### config.mk
export PLATFORM = sky130hd
export DESIGN_NAME = bcd_display_scan_flat
export DESIGN_NICKNAME = d
export VERILOG_FILES = /design/src/rtl/bcd_display_scan_pkg.sv /design/src/rtl/bcd_display_scan_if.sv /design/src/rtl/bcd_to_seg.sv /design/src/rtl/bcd_display_scan.sv /design/src/flat_wrapper.sv
export SDC_FILE = /design/constraint.sdc
export NUM_CORES = 1
export LEC_CHECK = 0
export ABC_AREA = 0
export CORE_MARGIN = 2
export CORE_UTILIZATION = 54
export CTS_BUF_LIST = sky130_fd_sc_hd__clkbuf_4 sky130_fd_sc_hd__clkbuf_8 sky130_fd_sc_hd__clkbuf_16
export CTS_CLUSTER_SIZE = 14
export DETAILED_ROUTE_END_ITERATION = 8
export PLACE_DENSITY = 0.87
export SLEW_MARGIN = 20
export SYNTH_ARGS = -nofsm -noshare
export SYNTH_HDL_FRONTEND = slang
export SYNTH_SLANG_ARGS = --single-unit
### constraint.sdc
create_clock -name Clk -period 2.4 [get_ports Clk]
set_input_delay 0.6 -clock Clk [delete_from_list [all_inputs] [get_ports Clk]]
set_output_delay 0.6 -clock Clk [all_outputs]
set_load 0.01 [all_outputs]
### src/rtl/bcd_display_scan_pkg.sv
// ============================================================================
// Module      : bcd_disp_pkg
// Description : Shared constants for the two-digit seven-segment scanner.
//               Segment patterns are active-low, ordered {g,f,e,d,c,b,a}.
//               Anode patterns are active-low, An[0]=ones digit, An[1]=tens digit.
// Revision    : 1.0 - initial release
// ============================================================================
`default_nettype none

package bcd_disp_pkg;

    // Digit patterns, active-low {g,f,e,d,c,b,a}
    localparam logic [6:0] SEG_0     = 7'b1000000;
    localparam logic [6:0] SEG_1     = 7'b1111001;
    localparam logic [6:0] SEG_2     = 7'b0100100;
    localparam logic [6:0] SEG_3     = 7'b0110000;
    localparam logic [6:0] SEG_4     = 7'b0011001;
    localparam logic [6:0] SEG_5     = 7'b0010010;
    localparam logic [6:0] SEG_6     = 7'b0000010;
    localparam logic [6:0] SEG_7     = 7'b1111000;
    localparam logic [6:0] SEG_8     = 7'b0000000;
    localparam logic [6:0] SEG_9     = 7'b0010000;
    localparam logic [6:0] SEG_DASH  = 7'b0111111;   // invalid BCD (10..15)
    localparam logic [6:0] SEG_BLANK = 7'b1111111;   // all segments off

    // Anode patterns, active-low
    localparam logic [1:0] AN_ONES = 2'b10;
    localparam logic [1:0] AN_TENS = 2'b01;
    localparam logic [1:0] AN_OFF  = 2'b11;

endpackage : bcd_disp_pkg

`default_nettype wire

### src/rtl/bcd_display_scan_if.sv
// ============================================================================
// Module      : bcd_display_scan_if
// Description : Digit-capture and display bus for bcd_display_scan.
//               Load/Tens/Ones : capture strobe and BCD digits (master -> slave)
//               An/Seg         : active-low anode enables and segments
//               DigitSel       : scan slot that produced An/Seg (0=ones, 1=tens)
// Revision    : 1.0 - initial release
// ============================================================================
`default_nettype none

interface bcd_display_scan_if;

    logic       Load;
    logic [3:0] Tens;
    logic [3:0] Ones;
    logic [1:0] An;
    logic [6:0] Seg;
    logic       DigitSel;

    // Digit source / display observer
    modport master (
        output Load,
        output Tens,
        output Ones,
        input  An,
        input  Seg,
        input  DigitSel
    );

    // Display scanner
    modport slave (
        input  Load,
        input  Tens,
        input  Ones,
        output An,
        output Seg,
        output DigitSel
    );

endinterface : bcd_display_scan_if

`default_nettype wire

### src/rtl/bcd_to_seg.sv
// ============================================================================
// Module      : bcd_to_seg
// Description : Combinational BCD to active-low seven-segment encoder.
//               Codes 10..15 are not valid BCD and show a dash.
// Ports       : d_i   [3:0] BCD digit
//               seg_o [6:0] active-low segments {g,f,e,d,c,b,a}
// Revision    : 1.0 - initial release
// ============================================================================
`default_nettype none

module bcd_to_seg
    import bcd_disp_pkg::*;
(
    input  wire logic [3:0] d_i,
    output logic      [6:0] seg_o
);

    always_comb begin
        seg_o = SEG_DASH;
        case (d_i)
            4'd0:    seg_o = SEG_0;
            4'd1:    seg_o = SEG_1;
            4'd2:    seg_o = SEG_2;
            4'd3:    seg_o = SEG_3;
            4'd4:    seg_o = SEG_4;
            4'd5:    seg_o = SEG_5;
            4'd6:    seg_o = SEG_6;
            4'd7:    seg_o = SEG_7;
            4'd8:    seg_o = SEG_8;
            4'd9:    seg_o = SEG_9;
            default: seg_o = SEG_DASH;
        endcase
    end

endmodule : bcd_to_seg

`default_nettype wire

### src/rtl/bcd_display_scan.sv
// ============================================================================
// Module      : bcd_display_scan
// Description : Two-digit, common-anode, time-multiplexed seven-segment
//               driver. Captures Tens/Ones on Load, scans the two digits with
//               a REFRESH_DIV-cycle slot, and registers all display outputs.
// Ports       : Clk  - system clock, rising edge
//               Rst  - asynchronous active-high reset
//               bus  - bcd_display_scan_if.slave (Load/Tens/Ones in,
//                      An/Seg/DigitSel out)
// Parameters  : REFRESH_DIV - clock cycles per digit slot (2 .. 2^20)
//               CNT_W       - prescaler width, 2^CNT_W >= REFRESH_DIV
// Options     : LEADING_ZERO_BLANK_EN - when defined, a tens digit of 0 is
//               blanked (slot timing unchanged).
// Revision    : 1.0 - initial release
// ============================================================================
`default_nettype none

module bcd_display_scan
    import bcd_disp_pkg::*;
#(
    parameter int REFRESH_DIV = 50000,
    parameter int CNT_W       = 20
) (
    input  wire logic          Clk,
    input  wire logic          Rst,
    bcd_display_scan_if.slave  bus
);

    localparam logic [CNT_W-1:0] C_CNT_LAST = CNT_W'(REFRESH_DIV - 1);

    logic [CNT_W-1:0] cnt_q,   cnt_d;
    logic             sel_q,   sel_d;
    logic [3:0]       htens_q, htens_d;
    logic [3:0]       hones_q, hones_d;
    logic [1:0]       an_q,    an_d;
    logic [6:0]       seg_q,   seg_d;
    logic             dsel_q,  dsel_d;

    logic             w_tick;
    logic [3:0]       w_digit;
    logic [6:0]       w_seg_enc;

    // ------------------------------------------------------------------
    // Prescaler and scan select
    // ------------------------------------------------------------------
    assign w_tick = (cnt_q == C_CNT_LAST);

    always_comb begin
        cnt_d = w_tick ? '0 : cnt_q + 1'b1;
        sel_d = w_tick ? ~sel_q : sel_q;
    end

    // ------------------------------------------------------------------
    // Digit capture. The output stage below reads the pre-edge held
    // digits together with the pre-edge slot, so a Load that lands on a
    // tick edge never pairs an old slot with a new digit.
    // ------------------------------------------------------------------
    always_comb begin
        htens_d = bus.Load ? bus.Tens : htens_q;
        hones_d = bus.Load ? bus.Ones : hones_q;
    end

    // ------------------------------------------------------------------
    // Output stage: one shared encoder fed by the digit for the current slot
    // ------------------------------------------------------------------
    assign w_digit = sel_q ? htens_q : hones_q;

    bcd_to_seg u_bcd_to_seg (
        .d_i   (w_digit),
        .seg_o (w_seg_enc)
    );

    always_comb begin
        an_d   = sel_q ? AN_TENS : AN_ONES;
        seg_d  = w_seg_enc;
        dsel_d = sel_q;
`ifdef LEADING_ZERO_BLANK_EN
        if (sel_q && (htens_q == 4'd0)) begin
            seg_d = SEG_BLANK;
        end
`endif
    end

    // ------------------------------------------------------------------
    // State registers
    // ------------------------------------------------------------------
    always_ff @(posedge Clk or posedge Rst) begin
        if (Rst) begin
            cnt_q   <= '0;
            sel_q   <= 1'b0;
            htens_q <= 4'd0;
            hones_q <= 4'd0;
            an_q    <= AN_OFF;
            seg_q   <= SEG_BLANK;
            dsel_q  <= 1'b0;
        end else begin
            cnt_q   <= cnt_d;
            sel_q   <= sel_d;
            htens_q <= htens_d;
            hones_q <= hones_d;
            an_q    <= an_d;
            seg_q   <= seg_d;
            dsel_q  <= dsel_d;
        end
    end

    assign bus.An       = an_q;
    assign bus.Seg      = seg_q;
    assign bus.DigitSel = dsel_q;

endmodule : bcd_display_scan

`default_nettype wire

### src/flat_wrapper.sv
// flat-port wrapper written by rule: the top's interface ports become plain ports
module bcd_display_scan_flat import bcd_disp_pkg::*;
#(
    parameter int REFRESH_DIV = 50000,
    parameter int CNT_W       = 20
)
  (Clk, Rst, bus_Load, bus_Tens, bus_Ones, bus_An, bus_Seg, bus_DigitSel);
  bcd_display_scan_if bus_i ();
  input  wire logic Clk;
  input  wire logic Rst;
  input wire logic [$bits(bus_i.Load)-1:0] bus_Load;
  input wire logic [$bits(bus_i.Tens)-1:0] bus_Tens;
  input wire logic [$bits(bus_i.Ones)-1:0] bus_Ones;
  output wire logic [$bits(bus_i.An)-1:0] bus_An;
  output wire logic [$bits(bus_i.Seg)-1:0] bus_Seg;
  output wire logic [$bits(bus_i.DigitSel)-1:0] bus_DigitSel;
  assign bus_i.Load = bus_Load;
  assign bus_i.Tens = bus_Tens;
  assign bus_i.Ones = bus_Ones;
  assign bus_An = bus_i.An;
  assign bus_Seg = bus_i.Seg;
  assign bus_DigitSel = bus_i.DigitSel;
  bcd_display_scan #(.REFRESH_DIV(REFRESH_DIV), .CNT_W(CNT_W)) u_core (.Clk(Clk), .Rst(Rst), .bus(bus_i));
endmodule
==> impl_metrics.prom, run 1 <==
# TYPE chip_impl_metric gauge
chip_impl_metric{name="grt_pass1_wl",unit="mm"} 5.29
chip_impl_metric{name="final.fill_count",unit=""} 212
chip_impl_metric{name="placement_rows",unit=""} 20
chip_impl_info{name="timing.critical_path.max_delay_family",value="flip-flops"} 1
chip_impl_metric{name="r2r.worst_path.cells",unit=""} 5
chip_impl_info{name="clock_tree_from_tritoncts",value="yes"} 1
chip_impl_metric{name="register_area",unit="sq um"} 987
chip_impl_metric{name="floorplan.die.width",unit="um"} 60.9
chip_impl_metric{name="first_global_vias",unit=""} 1228
chip_impl_metric{name="post_drt_wl_per_cell",unit="um"} 13.7
chip_impl_metric{name="worst_ir_drop_vdd",unit="mV"} 0.596
chip_impl_metric{name="required",unit="ns"} 1.80
chip_impl_metric{name="number_of_antenna_violations_at_the_first_check_in_global_routing",unit=""} 0
chip_impl_info{name="netlist.top_cell.by_area",value="sky130_fd_sc_hd__dfrtp_1"} 1
chip_impl_metric{name="layout.cells.non_filler",unit=""} 219
chip_impl_metric{name="clkSlewWorstSetupHoldPaths",unit="ns"} 0.12
chip_impl_metric{name="hold_viol_final",unit=""} 0
chip_impl_info{name="timing.rr.end",value="u_core.bus.Seg[5]"} 1
chip_impl_metric{name="placeableCoreArea",unit="sq mm"} 0.00308
chip_impl_metric{name="timing.clock.skew",unit="ns"} 0.0159
chip_impl_metric{name="floorplan.initialDensity",unit=""} 0.568
chip_impl_metric{name="path_buf_inv",unit=""} 1
chip_impl_metric{name="timing.final.max_slew_violations",unit=""} 0
chip_impl_metric{name="synth-async-reset-ratio",unit=""} 1.00
chip_impl_metric{name="post_cts_resize_count",unit=""} 0
chip_impl_metric{name="critPathArrivalTime",unit="ns"} 1.42
chip_impl_metric{name="top_level_ports",unit=""} 21
chip_impl_metric{name="synthesis.area",unit="sq mm"} 0.00175
chip_impl_metric{name="clock-sinks",unit=""} 39
chip_impl_info{name="critical_path_cell_sequence",value="clkdlybuf4s50_1"} 1
chip_impl_metric{name="synth-edff-count",unit=""} 0
chip_impl_info{name="critical_path_class",value="register to output pin"} 1
chip_impl_metric{name="dr_total_vias",unit=""} 1155
chip_impl_metric{name="ant_nets",unit=""} 0
chip_impl_metric{name="dpl.cell_count",unit=""} 211
chip_impl_metric{name="combined_global_route_utilization_of_all_metal_layers",unit=""} 0.202
chip_impl_metric{name="buffer_ports.inserted",unit=""} 20
chip_impl_info{name="hold_class",value="register to register"} 1
chip_impl_metric{name="worst-slew-pin-transition",unit="ns"} 0.757
chip_impl_info{name="timing.critical_path.from_type",value="register"} 1
chip_impl_info{name="slowest_stage",value="sky130_fd_sc_hd__dfstp_2"} 1
chip_impl_metric{name="drt-total-wl",unit="mm"} 3.00
chip_impl_metric{name="total_power",unit="mW"} 1.31
chip_impl_info{name="clock_root_buffer",value="sky130_fd_sc_hd__clkbuf_4"} 1
chip_impl_metric{name="cts.repair_timing.setup_buffer_count",unit=""} 0
chip_impl_metric{name="synth.avg_cell_area",unit="sq um"} 11.8
chip_impl_metric{name="yosys_warnings",unit=""} 0
chip_impl_metric{name="power_per_cell_area",unit="mW/mm^2"} 629
chip_impl_info{name="worstReg2RegStart",value="u_core.dsel_d"} 1
chip_impl_info{name="run_status",value="complete, no violations"} 1
chip_impl_metric{name="grt_overflow",unit=""} 0
chip_impl_metric{name="cts_buffer_depth",unit=""} 2
chip_impl_metric{name="drv.max_cap_violation_count",unit=""} 0
chip_impl_metric{name="fin_nets",unit=""} 191
chip_impl_metric{name="synth-seq-area-share",unit=""} 0.564
chip_impl_metric{name="multi_input_area",unit="sq um"} 723
chip_impl_info{name="crit_path_start",value="u_core.bus.An[1]"} 1
chip_impl_metric{name="vias_cell",unit=""} 5.27
chip_impl_metric{name="slowest_delay",unit="ns"} 0.54
chip_impl_metric{name="synth.lib_cells_used.distinct",unit=""} 29
chip_impl_metric{name="cell_count_after_synthesis",unit=""} 148
chip_impl_metric{name="dr.pass1.iters",unit=""} 4
chip_impl_metric{name="cts_h_tree_lvls",unit=""} 2
chip_impl_metric{name="timing.fmax",unit="MHz"} 494
chip_impl_metric{name="timing.final.setup_violations",unit=""} 0
chip_impl_info{name="rsz0062_at_grt",value="false"} 1
chip_impl_metric{name="gp_congestion",unit=""} 0.748
chip_impl_metric{name="setup-tns-final",unit="ns"} 0
chip_impl_metric{name="timing.max_slew.rel_slack",unit=""} 0.481
chip_impl_metric{name="period_share",unit=""} 0.843
chip_impl_metric{name="post-route-min-period",unit="ns"} 2.02
chip_impl_metric{name="holdPathStages",unit=""} 1
chip_impl_metric{name="cts_buffers",unit=""} 5
chip_impl_metric{name="grt_max_degree",unit=""} 40
chip_impl_metric{name="number_of_antenna_diodes",unit=""} 0
chip_impl_info{name="cp-endpoint",value="bus_An[1]"} 1
chip_impl_metric{name="p_leak",unit="nW"} 0.895
chip_impl_metric{name="synthDominantCellAreaShare",unit=""} 0.429
chip_impl_metric{name="path_max_fanout",unit=""} 1
chip_impl_metric{name="synthToLayoutAreaGrowth",unit="%"} 19.5
chip_impl_metric{name="die-height",unit="um"} 60.9
chip_impl_metric{name="worstSetupPathDepth",unit=""} 1
chip_impl_metric{name="final_layout_size_suffix_gt1_frac",unit=""} 0.189
chip_impl_metric{name="clk_latency",unit="ns"} 0.36
chip_impl_info{name="synth_ff_type",value="sky130_fd_sc_hd__dfrtp_1"} 1
chip_impl_metric{name="r2r_slack",unit="ns"} 0.44
chip_impl_metric{name="floorplan.die_area",unit="sq mm"} 0.00371
chip_impl_info{name="synth.top_cells.by_area",value="sky130_fd_sc_hd__dfrtp_1 43%, sky130_fd_sc_hd__dfstp_2 14%, sky130_fd_sc_hd__mux2_2 6.4%"} 1
chip_impl_metric{name="synth_seq_cells",unit=""} 39
chip_impl_info{name="end_kind",value="output pin"} 1
chip_impl_metric{name="cts_hold_buffers",unit=""} 0
chip_impl_metric{name="fin_worst_hold_slack",unit="ns"} 0.482
chip_impl_metric{name="synth_fp_nets",unit=""} 165
chip_impl_metric{name="hpwl",unit="mm"} 2.16
chip_impl_metric{name="route.detailed.drc",unit=""} 0
chip_impl_metric{name="drt-initial-drc-count",unit=""} 20
## layer usage
layer  vias up  track usage  wire length, um
li1        560            -                -
met1       561        0.225             1210
met2        28        0.332             1570
met3         6       0.0810              161
met4         0        0.112               65
met5         -            0                0
## stage by stage
| stage | util | instance area [sq um] | setup WS, ns |
|---|---|---|---|
| 6_report | 0.679 | 2090 | 0.376 |
| 5_1_grt | 0.679 | 2090 | 0.260 |
| 4_1_cts | 0.679 | 2090 | 0.343 |
| 3_5_place_dp | 0.652 | 2010 | 0.499 |
| 3_3_place_gp | 0.652 | 2010 | 0.621 |
| 2_1_floorplan | - | 1750 | 0.732 |
## synthesized netlist by cell type (all sizes together) (2+ instances only)
| cell type | n |
|---|---|
| dfrtp | 30 |
| nor2 | 15 |
| xnor2 | 12 |
| mux2 | 10 |
| dfstp | 9 |
| inv | 7 |
| nand2 | 7 |
| nand4 | 7 |
| ha | 6 |
| xor2 | 6 |
| a21oi | 5 |
| nand3 | 5 |
| nor4 | 5 |
| mux2i | 4 |
| nor3 | 3 |
| and2 | 2 |
| and3 | 2 |
| clkbuf | 2 |
| o21ai | 2 |
## worst min path at each step
stage | start | end | slack [ns]
CTS | u_core.cnt_q[19] | u_core.cnt_q[19] | 0.49
detailed placement | u_core.cnt_q[19] | u_core.cnt_q[19] | 0.47
global placement | u_core.cnt_q[19] | u_core.cnt_q[19] | 0.47
finish | u_core.cnt_q[19] | u_core.cnt_q[19] | 0.48
floorplan | u_core.dsel_d | u_core.bus.An[0] | 0.37
global route | u_core.cnt_q[19] | u_core.cnt_q[19] | 0.53
## cells in the final DEF (no fill, tap or decap), drive strengths merged
| cell | count |
|---|---|
| inv | 7 |
| a31o | 1 |
| a22oi | 1 |
| nor2b | 1 |
| nand2 | 7 |
| nand4 | 7 |
| nor4 | 5 |
| o21a | 1 |
| clkdlybuf4s50 | 20 |
| nand3 | 5 |
| a21oi | 5 |
| xnor2 | 12 |
| bufinv | 1 |
| or4 | 1 |
| and3 | 2 |
| mux2 | 10 |
| clkinvlp | 1 |
| buf | 2 |
| nor2 | 15 |
| ha | 6 |
| mux2i | 4 |
| nor4b | 1 |
| and2 | 2 |
| and4 | 1 |
| dfstp | 9 |
| o21ai | 2 |
| xor2 | 6 |
| clkbuf | 6 |
| dfrtp | 30 |
| nor3 | 3 |
| or2 | 1 |
## flip-flops by register name (all words and copies together) (netlist names)
register / cells
u_core.cnt_q: 20
u_core.bus.DigitSel: 1
u_core.bus.Seg: 7
u_core.dsel_d: 1
u_core.htens_q: 4
u_core.hones_q: 4
u_core.bus.An: 2
## cell families after synthesis
| group | count (synthesis) | synth area share |
|---|---|---|
| buf+inv | 10 | 0.0222 |
| mux | 14 | 0.0873 |
| simple gates | 51 | 0.160 |
| fa+ha+maj | 6 | 0.0429 |
| flops | 39 | 0.564 |
| compound gates | 10 | 0.0336 |
| xor+xnor | 18 | 0.0901 |
## power by group
part,switching (mW),internal (mW),total (mW)
clock,0.211,0.231,0.442
combinational,0.0765,0.0825,0.159
sequential,0.0114,0.703,0.714
## layout make-up
class / instances / area share
Tap cell: 44 / 0.0263
Clock buffer: 6 / 0.0216
Multi-Input combinational cell: 99 / 0.346
Sequential cell: 39 / 0.472
Inverter: 7 / 0.0126
Timing Repair Buffer: 22 / 0.103
Clock inverter: 2 / 0.0180
(Power assumes the default switching activity.)
==> run 2, diff against run 1 <==
clock period = 2.02 ns   (was 2.4 ns; I/O delays follow)
==> run 2 against run 1 <==
Net effect:
- cell area down 0.48%
- highest routed layer unchanged
- global-route usage fell by 0.39 points
- clock power decreased by 9.7%
- setup slack worse by 0.27 ns
- non-clock buffer count up 2
- first-iteration DRC count grew 35%
- clock-buffer cell count unchanged
- worst hold slack improved by 0.0080 ns
- flip-flop and latch count did not move
==> impl_metrics.prom, run 2 (synthesis gave the netlist of run 1 again) <==
# TYPE chip_impl_metric gauge
chip_impl_info{name="run_status",value="complete, no violations"} 1
chip_impl_info{name="critical_path_cell_sequence",value="clkdlybuf4s50_1"} 1
chip_impl_metric{name="timing.fmax",unit="MHz"} 523
chip_impl_metric{name="dr.pass1.iters",unit=""} 4
chip_impl_info{name="layout_common_cells",value="30 x sky130_fd_sc_hd__dfrtp_1, 20 x sky130_fd_sc_hd__clkdlybuf4s50_1, 15 x sky130_fd_sc_hd__nor2_1"} 1
chip_impl_metric{name="post-route-min-period",unit="ns"} 1.91
chip_impl_info{name="hold_class",value="register to register"} 1
chip_impl_metric{name="die-height",unit="um"} 60.9
chip_impl_metric{name="hold_viol_final",unit=""} 0
chip_impl_metric{name="period_share",unit=""} 0.947
chip_impl_info{name="hold_start",value="u_core.cnt_q[0]"} 1
chip_impl_metric{name="floorplan.die_area",unit="sq mm"} 0.00371
chip_impl_metric{name="ant_nets",unit=""} 0
chip_impl_metric{name="detailroute.wirelength.met2",unit="mm"} 1.59
chip_impl_metric{name="grt_pass1_wl",unit="mm"} 5.22
chip_impl_metric{name="fin_nets",unit=""} 193
chip_impl_info{name="worstReg2RegStart",value="u_core.cnt_q[11]"} 1
chip_impl_info{name="rsz0062_at_grt",value="false"} 1
chip_impl_info{name="timing.critical_path.from_type",value="register"} 1
chip_impl_metric{name="fin_worst_hold_slack",unit="ns"} 0.490
chip_impl_metric{name="critPathArrivalTime",unit="ns"} 1.41
chip_impl_metric{name="timing.clock.skew",unit="ns"} 0.00767
chip_impl_info{name="regMostFlops",value="u_core.cnt_q"} 1
chip_impl_metric{name="grt_overflow",unit=""} 0
chip_impl_metric{name="floorplan.initialDensity",unit=""} 0.568
chip_impl_metric{name="cts_h_tree_lvls",unit=""} 2
chip_impl_metric{name="met1_length",unit="mm"} 1.30
chip_impl_metric{name="number_of_antenna_violations_at_the_first_check_in_global_routing",unit=""} 0
chip_impl_info{name="crit_path_start",value="u_core.bus.Seg[0]"} 1
chip_impl_metric{name="vias_cell",unit=""} 5.29
chip_impl_metric{name="slowest_delay",unit="ns"} 0.54
chip_impl_metric{name="worst_ir_drop_vdd",unit="mV"} 0.617
chip_impl_metric{name="post_cts_resize_count",unit=""} 0
chip_impl_metric{name="path_buf_inv",unit=""} 1
chip_impl_metric{name="drt-initial-drc-count",unit=""} 27
chip_impl_metric{name="number_of_antenna_diodes",unit=""} 0
chip_impl_metric{name="buffer_ports.inserted",unit=""} 20
chip_impl_metric{name="path_max_fanout",unit=""} 1
chip_impl_metric{name="cts_buffer_depth",unit=""} 2
chip_impl_metric{name="drt-total-wl",unit="mm"} 3.04
chip_impl_metric{name="cts.repair_timing.setup_buffer_count",unit=""} 0
chip_impl_info{name="clock_root_buffer",value="sky130_fd_sc_hd__clkbuf_4"} 1
chip_impl_metric{name="synthToLayoutAreaGrowth",unit="%"} 18.9
chip_impl_metric{name="hpwl",unit="mm"} 2.16
chip_impl_metric{name="power_per_cell_area",unit="mW/mm^2"} 694
chip_impl_metric{name="register_area",unit="sq um"} 987
chip_impl_metric{name="p_leak",unit="nW"} 0.894
chip_impl_metric{name="wl_met3",unit="um"} 104
chip_impl_metric{name="floorplan.die.width",unit="um"} 60.9
chip_impl_metric{name="cts_hold_buffers",unit=""} 0
chip_impl_metric{name="clock-sinks",unit=""} 39
chip_impl_metric{name="timing.max_slew.rel_slack",unit=""} 0.590
chip_impl_metric{name="route.detailed.drc",unit=""} 0
chip_impl_info{name="timing.critical_path.max_delay_family",value="flip-flops"} 1
chip_impl_metric{name="drv.max_cap_violation_count",unit=""} 0
chip_impl_info{name="end_kind",value="output pin"} 1
chip_impl_metric{name="clk_latency",unit="ns"} 0.34
chip_impl_metric{name="final_layout_size_suffix_gt1_frac",unit=""} 0.198
chip_impl_metric{name="first_global_vias",unit=""} 1166
chip_impl_metric{name="post_drt_wl_per_cell",unit="um"} 13.8
chip_impl_metric{name="cts_buffers",unit=""} 5
chip_impl_info{name="slowest_stage",value="sky130_fd_sc_hd__dfstp_2"} 1
chip_impl_metric{name="max_ffs_per_register",unit=""} 20
chip_impl_metric{name="gp_congestion",unit=""} 0.805
chip_impl_metric{name="placement_rows",unit=""} 20
chip_impl_metric{name="clkSlewWorstSetupHoldPaths",unit="ns"} 0.12
chip_impl_info{name="clock_tree_from_tritoncts",value="yes"} 1
chip_impl_metric{name="combined_global_route_utilization_of_all_metal_layers",unit=""} 0.198
chip_impl_metric{name="required",unit="ns"} 1.51
chip_impl_metric{name="placeableCoreArea",unit="sq mm"} 0.00308
chip_impl_info{name="layout.cells.most_common",value="sky130_fd_sc_hd__dfrtp_1"} 1
chip_impl_metric{name="timing.final.max_slew_violations",unit=""} 0
chip_impl_metric{name="dr_total_vias",unit=""} 1170
chip_impl_metric{name="grt_max_degree",unit=""} 40
chip_impl_metric{name="timing.final.setup_violations",unit=""} 0
chip_impl_info{name="critical_path_class",value="register to output pin"} 1
chip_impl_info{name="highest_layer",value="met4"} 1
chip_impl_metric{name="multi_input_area",unit="sq um"} 723
chip_impl_metric{name="worst-slew-pin-transition",unit="ns"} 0.611
chip_impl_metric{name="final.fill_count",unit=""} 218
chip_impl_metric{name="top_level_ports",unit=""} 21
chip_impl_metric{name="setup-tns-final",unit="ns"} 0
## run 2: per-layer routing
layer,vias up,global-route usage
li1,560,-
met1,585,0.235
met2,19,0.336
met3,6,0.0661
met4,0,0.0745
met5,-,0
## run 2: final cells by class
type                            instances  share of cell area
Sequential cell                        39               0.475
Multi-Input combinational cell         99               0.348
Timing Repair Buffer                   24               0.111
Tap cell                               44              0.0265
Clock buffer                            6              0.0217
Inverter                                7              0.0126
Clock inverter                          2             0.00602
## run 2: worst paths after layout
kind | to | slack [ns] | cells after the start
setup / recovery | bus_Seg[0] | 0.11 | 1
hold / removal | u_core.cnt_q[0] | 0.49 | 1
setup reg to reg | u_core.cnt_q[6] | 0.21 | 3
hold reg to reg | u_core.cnt_q[0] | 0.49 | 1
max in group asynchronous | u_core.bus.An[0] | 1.11 | 3
min in group asynchronous | u_core.cnt_q[17] | 0.55 | 3
## run 2: worst reg2reg max path, delay by kind of cell, from the launching register on
| kind | cells | cell delay, ns |
|---|---|---|
| flip-flops | 1 | 0.45 |
| AND/OR/NAND/NOR | 3 | 1.24 |
## run 2: where the power goes
| part | internal (mW) | total [mW] | switching (mW) |
|---|---|---|---|
| clock | 0.148 | 0.399 | 0.251 |
| sequential | 0.835 | 0.849 | 0.0140 |
| combinational | 0.103 | 0.195 | 0.0920 |
## run 2: metrics by stage
| step | total power, mW | worst slack [ns] | area [sq um] | std cells | util |
|---|---|---|---|---|---|
| finish | 1.44 | 0.107 | 2080 | 221 | 0.676 |
| global route | 1.52 | 0.0498 | 2080 | 221 | 0.676 |
| CTS | 1.46 | 0.0867 | 2080 | 221 | 0.676 |
| detailed placement | 1.06 | 0.209 | 2020 | 213 | 0.657 |
| global placement | 1.05 | 0.298 | 2020 | 213 | 0.657 |
| floorplan | 0.965 | 0.352 | 1750 | 148 | - |
==> run 3, diff against run 2 <==
MAX_ROUTING_LAYER = met4   (was unset)
SLEW_MARGIN = 40   (was 20)
==> run 3 against run 2 <==
Net effect:
- setup slack got worse by 0.0024 ns
- combinational power is essentially flat
- clock skew hardly changed
- worst hold slack about the same
- die area unchanged
- first-iteration DRC count grew 26%
- non-clock buffer count unchanged
- register-to-register slack hardly changed
- sequential share of layout area is the same
==> impl_metrics.prom, run 3 (synthesis gave the netlist of run 1 again) <==
# TYPE chip_impl_metric gauge
chip_impl_info{name="run_status",value="complete, no violations"} 1
chip_impl_metric{name="setup_ws",unit="ns"} 0.104
chip_impl_metric{name="cts.repair_timing.setup_buffer_count",unit=""} 0
chip_impl_metric{name="path_buf_inv",unit=""} 1
chip_impl_info{name="clock_root_buffer",value="sky130_fd_sc_hd__clkbuf_4"} 1
chip_impl_metric{name="gp_congestion",unit=""} 0.817
chip_impl_metric{name="grt_pass1_wl",unit="mm"} 5.22
chip_impl_metric{name="r2r_slack",unit="ns"} 0.21
chip_impl_metric{name="p_int",unit="mW"} 1.09
chip_impl_metric{name="synthToLayoutAreaGrowth",unit="%"} 18.9
chip_impl_info{name="regMostFlops",value="u_core.cnt_q"} 1
chip_impl_metric{name="p_leak",unit="nW"} 0.894
chip_impl_metric{name="cts_buffers",unit=""} 5
chip_impl_metric{name="total_power",unit="mW"} 1.44
chip_impl_metric{name="pwr-share-clk",unit=""} 0.277
chip_impl_info{name="layout_common_cells",value="30 x sky130_fd_sc_hd__dfrtp_1, 20 x sky130_fd_sc_hd__clkdlybuf4s50_1, 15 x sky130_fd_sc_hd__nor2_1"} 1
chip_impl_metric{name="slowest_delay",unit="ns"} 0.54
chip_impl_metric{name="floorplan.initialDensity",unit=""} 0.568
chip_impl_metric{name="p_sw_frac",unit=""} 0.248
chip_impl_metric{name="timing.max_slew.rel_slack",unit=""} 0.589
chip_impl_metric{name="timing.final.max_slew_violations",unit=""} 0
chip_impl_metric{name="layout.cells.non_filler",unit=""} 221
chip_impl_metric{name="floorplan.die_area",unit="sq mm"} 0.00371
chip_impl_metric{name="setup-tns-final",unit="ns"} 0
chip_impl_metric{name="required",unit="ns"} 1.51
chip_impl_metric{name="worst_ir_drop_vdd",unit="mV"} 0.617
chip_impl_metric{name="power_frac_comb",unit=""} 0.135
chip_impl_metric{name="vias_cell",unit=""} 5.30
chip_impl_metric{name="post_cts_resize_count",unit=""} 0
chip_impl_info{name="layout.cells.most_common",value="sky130_fd_sc_hd__dfrtp_1"} 1
chip_impl_info{name="hold_start",value="u_core.cnt_q[0]"} 1
chip_impl_metric{name="period_share",unit=""} 0.948
chip_impl_info{name="timing.critical_path.from_type",value="register"} 1
chip_impl_metric{name="worst-slew-pin-transition",unit="ns"} 0.612
chip_impl_info{name="clock_tree_from_tritoncts",value="yes"} 1
chip_impl_metric{name="placement.setup.worst_slack",unit="ns"} 0.209
chip_impl_metric{name="drt-total-wl",unit="mm"} 3.05
chip_impl_info{name="hold_class",value="register to register"} 1
chip_impl_info{name="critical_path_class",value="register to output pin"} 1
chip_impl_metric{name="combined_global_route_utilization_of_all_metal_layers",unit=""} 0.205
chip_impl_metric{name="placeableCoreArea",unit="sq mm"} 0.00308
chip_impl_metric{name="route.detailed.drc",unit=""} 0
chip_impl_metric{name="timing.fmax",unit="MHz"} 522
chip_impl_metric{name="dr_total_vias",unit=""} 1172
chip_impl_metric{name="max_ffs_per_register",unit=""} 20
chip_impl_metric{name="path_max_fanout",unit=""} 1
chip_impl_metric{name="timing.clock.skew",unit="ns"} 0.00762
chip_impl_metric{name="buffer_ports.inserted",unit=""} 20
chip_impl_metric{name="holdPathStages",unit=""} 1
chip_impl_info{name="timing.rr.end",value="u_core.cnt_q[6]"} 1
chip_impl_metric{name="power_frac_seq",unit=""} 0.588
chip_impl_metric{name="hold_viol_final",unit=""} 0
chip_impl_info{name="worstReg2RegStart",value="u_core.cnt_q[11]"} 1
chip_impl_metric{name="fin_nets",unit=""} 193
chip_impl_metric{name="placement_rows",unit=""} 20
chip_impl_metric{name="hpwl",unit="mm"} 2.16
chip_impl_metric{name="drt-initial-drc-count",unit=""} 34
chip_impl_metric{name="dr.pass1.iters",unit=""} 4
chip_impl_metric{name="r2r.worst_path.cells",unit=""} 3
chip_impl_metric{name="clk_latency",unit="ns"} 0.35
chip_impl_metric{name="top_level_ports",unit=""} 21
chip_impl_metric{name="number_of_antenna_violations_at_the_first_check_in_global_routing",unit=""} 0
chip_impl_info{name="critical_path_cell_sequence",value="clkdlybuf4s50_1"} 1
chip_impl_metric{name="ant_nets",unit=""} 0
chip_impl_metric{name="grt_overflow",unit=""} 0
chip_impl_metric{name="number_of_antenna_diodes",unit=""} 0
chip_impl_metric{name="first_global_vias",unit=""} 1166
chip_impl_metric{name="grt_max_degree",unit=""} 40
chip_impl_metric{name="clock-sinks",unit=""} 39
chip_impl_metric{name="finalCoreUtilization",unit=""} 0.676
chip_impl_metric{name="cts_buffer_depth",unit=""} 2
chip_impl_info{name="end_kind",value="output pin"} 1
chip_impl_metric{name="drv.max_cap_violation_count",unit=""} 0
chip_impl_metric{name="dpl.cell_count",unit=""} 213
chip_impl_metric{name="timing.final.setup_violations",unit=""} 0
chip_impl_metric{name="floorplan.die.width",unit="um"} 60.9
chip_impl_metric{name="post-route-min-period",unit="ns"} 1.92
chip_impl_metric{name="post_drt_wl_per_cell",unit="um"} 13.8
chip_impl_metric{name="cts_hold_buffers",unit=""} 0
chip_impl_metric{name="critPathArrivalTime",unit="ns"} 1.41
chip_impl_metric{name="power_per_cell_area",unit="mW/mm^2"} 695
chip_impl_info{name="rsz0062_at_grt",value="false"} 1
chip_impl_info{name="worst_min_delay_path_endpoint",value="u_core.cnt_q[0]"} 1
chip_impl_metric{name="final_layout_size_suffix_gt1_frac",unit=""} 0.198
chip_impl_metric{name="clkSlewWorstSetupHoldPaths",unit="ns"} 0.12
chip_impl_info{name="slowest_stage",value="sky130_fd_sc_hd__dfstp_2"} 1
chip_impl_metric{name="net-switching-power",unit="mW"} 0.359
chip_impl_info{name="timing.critical_path.max_delay_family",value="flip-flops"} 1
chip_impl_metric{name="cts_h_tree_lvls",unit=""} 2
chip_impl_metric{name="die-height",unit="um"} 60.9
## run 3: cell counts in the layout (fill, tap and decap cells not counted)
No cell type changed its count.
## run 3: stage by stage
step,instance area (sq um),hold WS (ns)
global route,2080,0.521
global placement,2020,0.465
floorplan,1750,0.370
finish,2080,0.490
detailed placement,2020,0.475
CTS,2080,0.491
## run 3: cell type report
class,count,area (sq um)
multi-input cells,99,723
fillers,218,998
inverters,7,26.3
clock buffers,6,45.0
well taps,44,55.1
repair buffers,24,230
clock inverters,2,12.5
flip-flops and latches,39,987
## run 3: per-layer routing
metal / global-route usage / routed length, um / vias to the layer above
met4: 0.0745 / 42 / 0
met3: 0.0661 / 108 / 7
met5: - / 0 / -
met2: 0.336 / 1590 / 19
met1: 0.235 / 1310 / 586
li1: - / - / 560
## run 3: power groups by stage
stage / clock network (mW) / logic [mW] / registers (mW)
finish: 0.401 / 0.195 / 0.849
global route: 0.447 / 0.217 / 0.852
CTS: 0.413 / 0.198 / 0.849
detailed placement: 0 / 0.196 / 0.863
global placement: 0 / 0.187 / 0.861
floorplan: 0 / 0.0906 / 0.874
## run 3: how the worst max path moves through the flow
stage,start,to,slack [ns],cells past startpoint
3_3_place_gp,u_core.cnt_q[11],u_core.dsel_d,0.30,3
4_1_cts,u_core.bus.Seg[0],bus_Seg[0],0.09,1
3_5_place_dp,u_core.cnt_q[11],u_core.dsel_d,0.21,3
5_1_grt,u_core.cnt_q[10],u_core.dsel_d,0.05,4
2_1_floorplan,u_core.dsel_d,u_core.bus.Seg[5],0.35,6
6_report,u_core.bus.Seg[0],bus_Seg[0],0.10,1
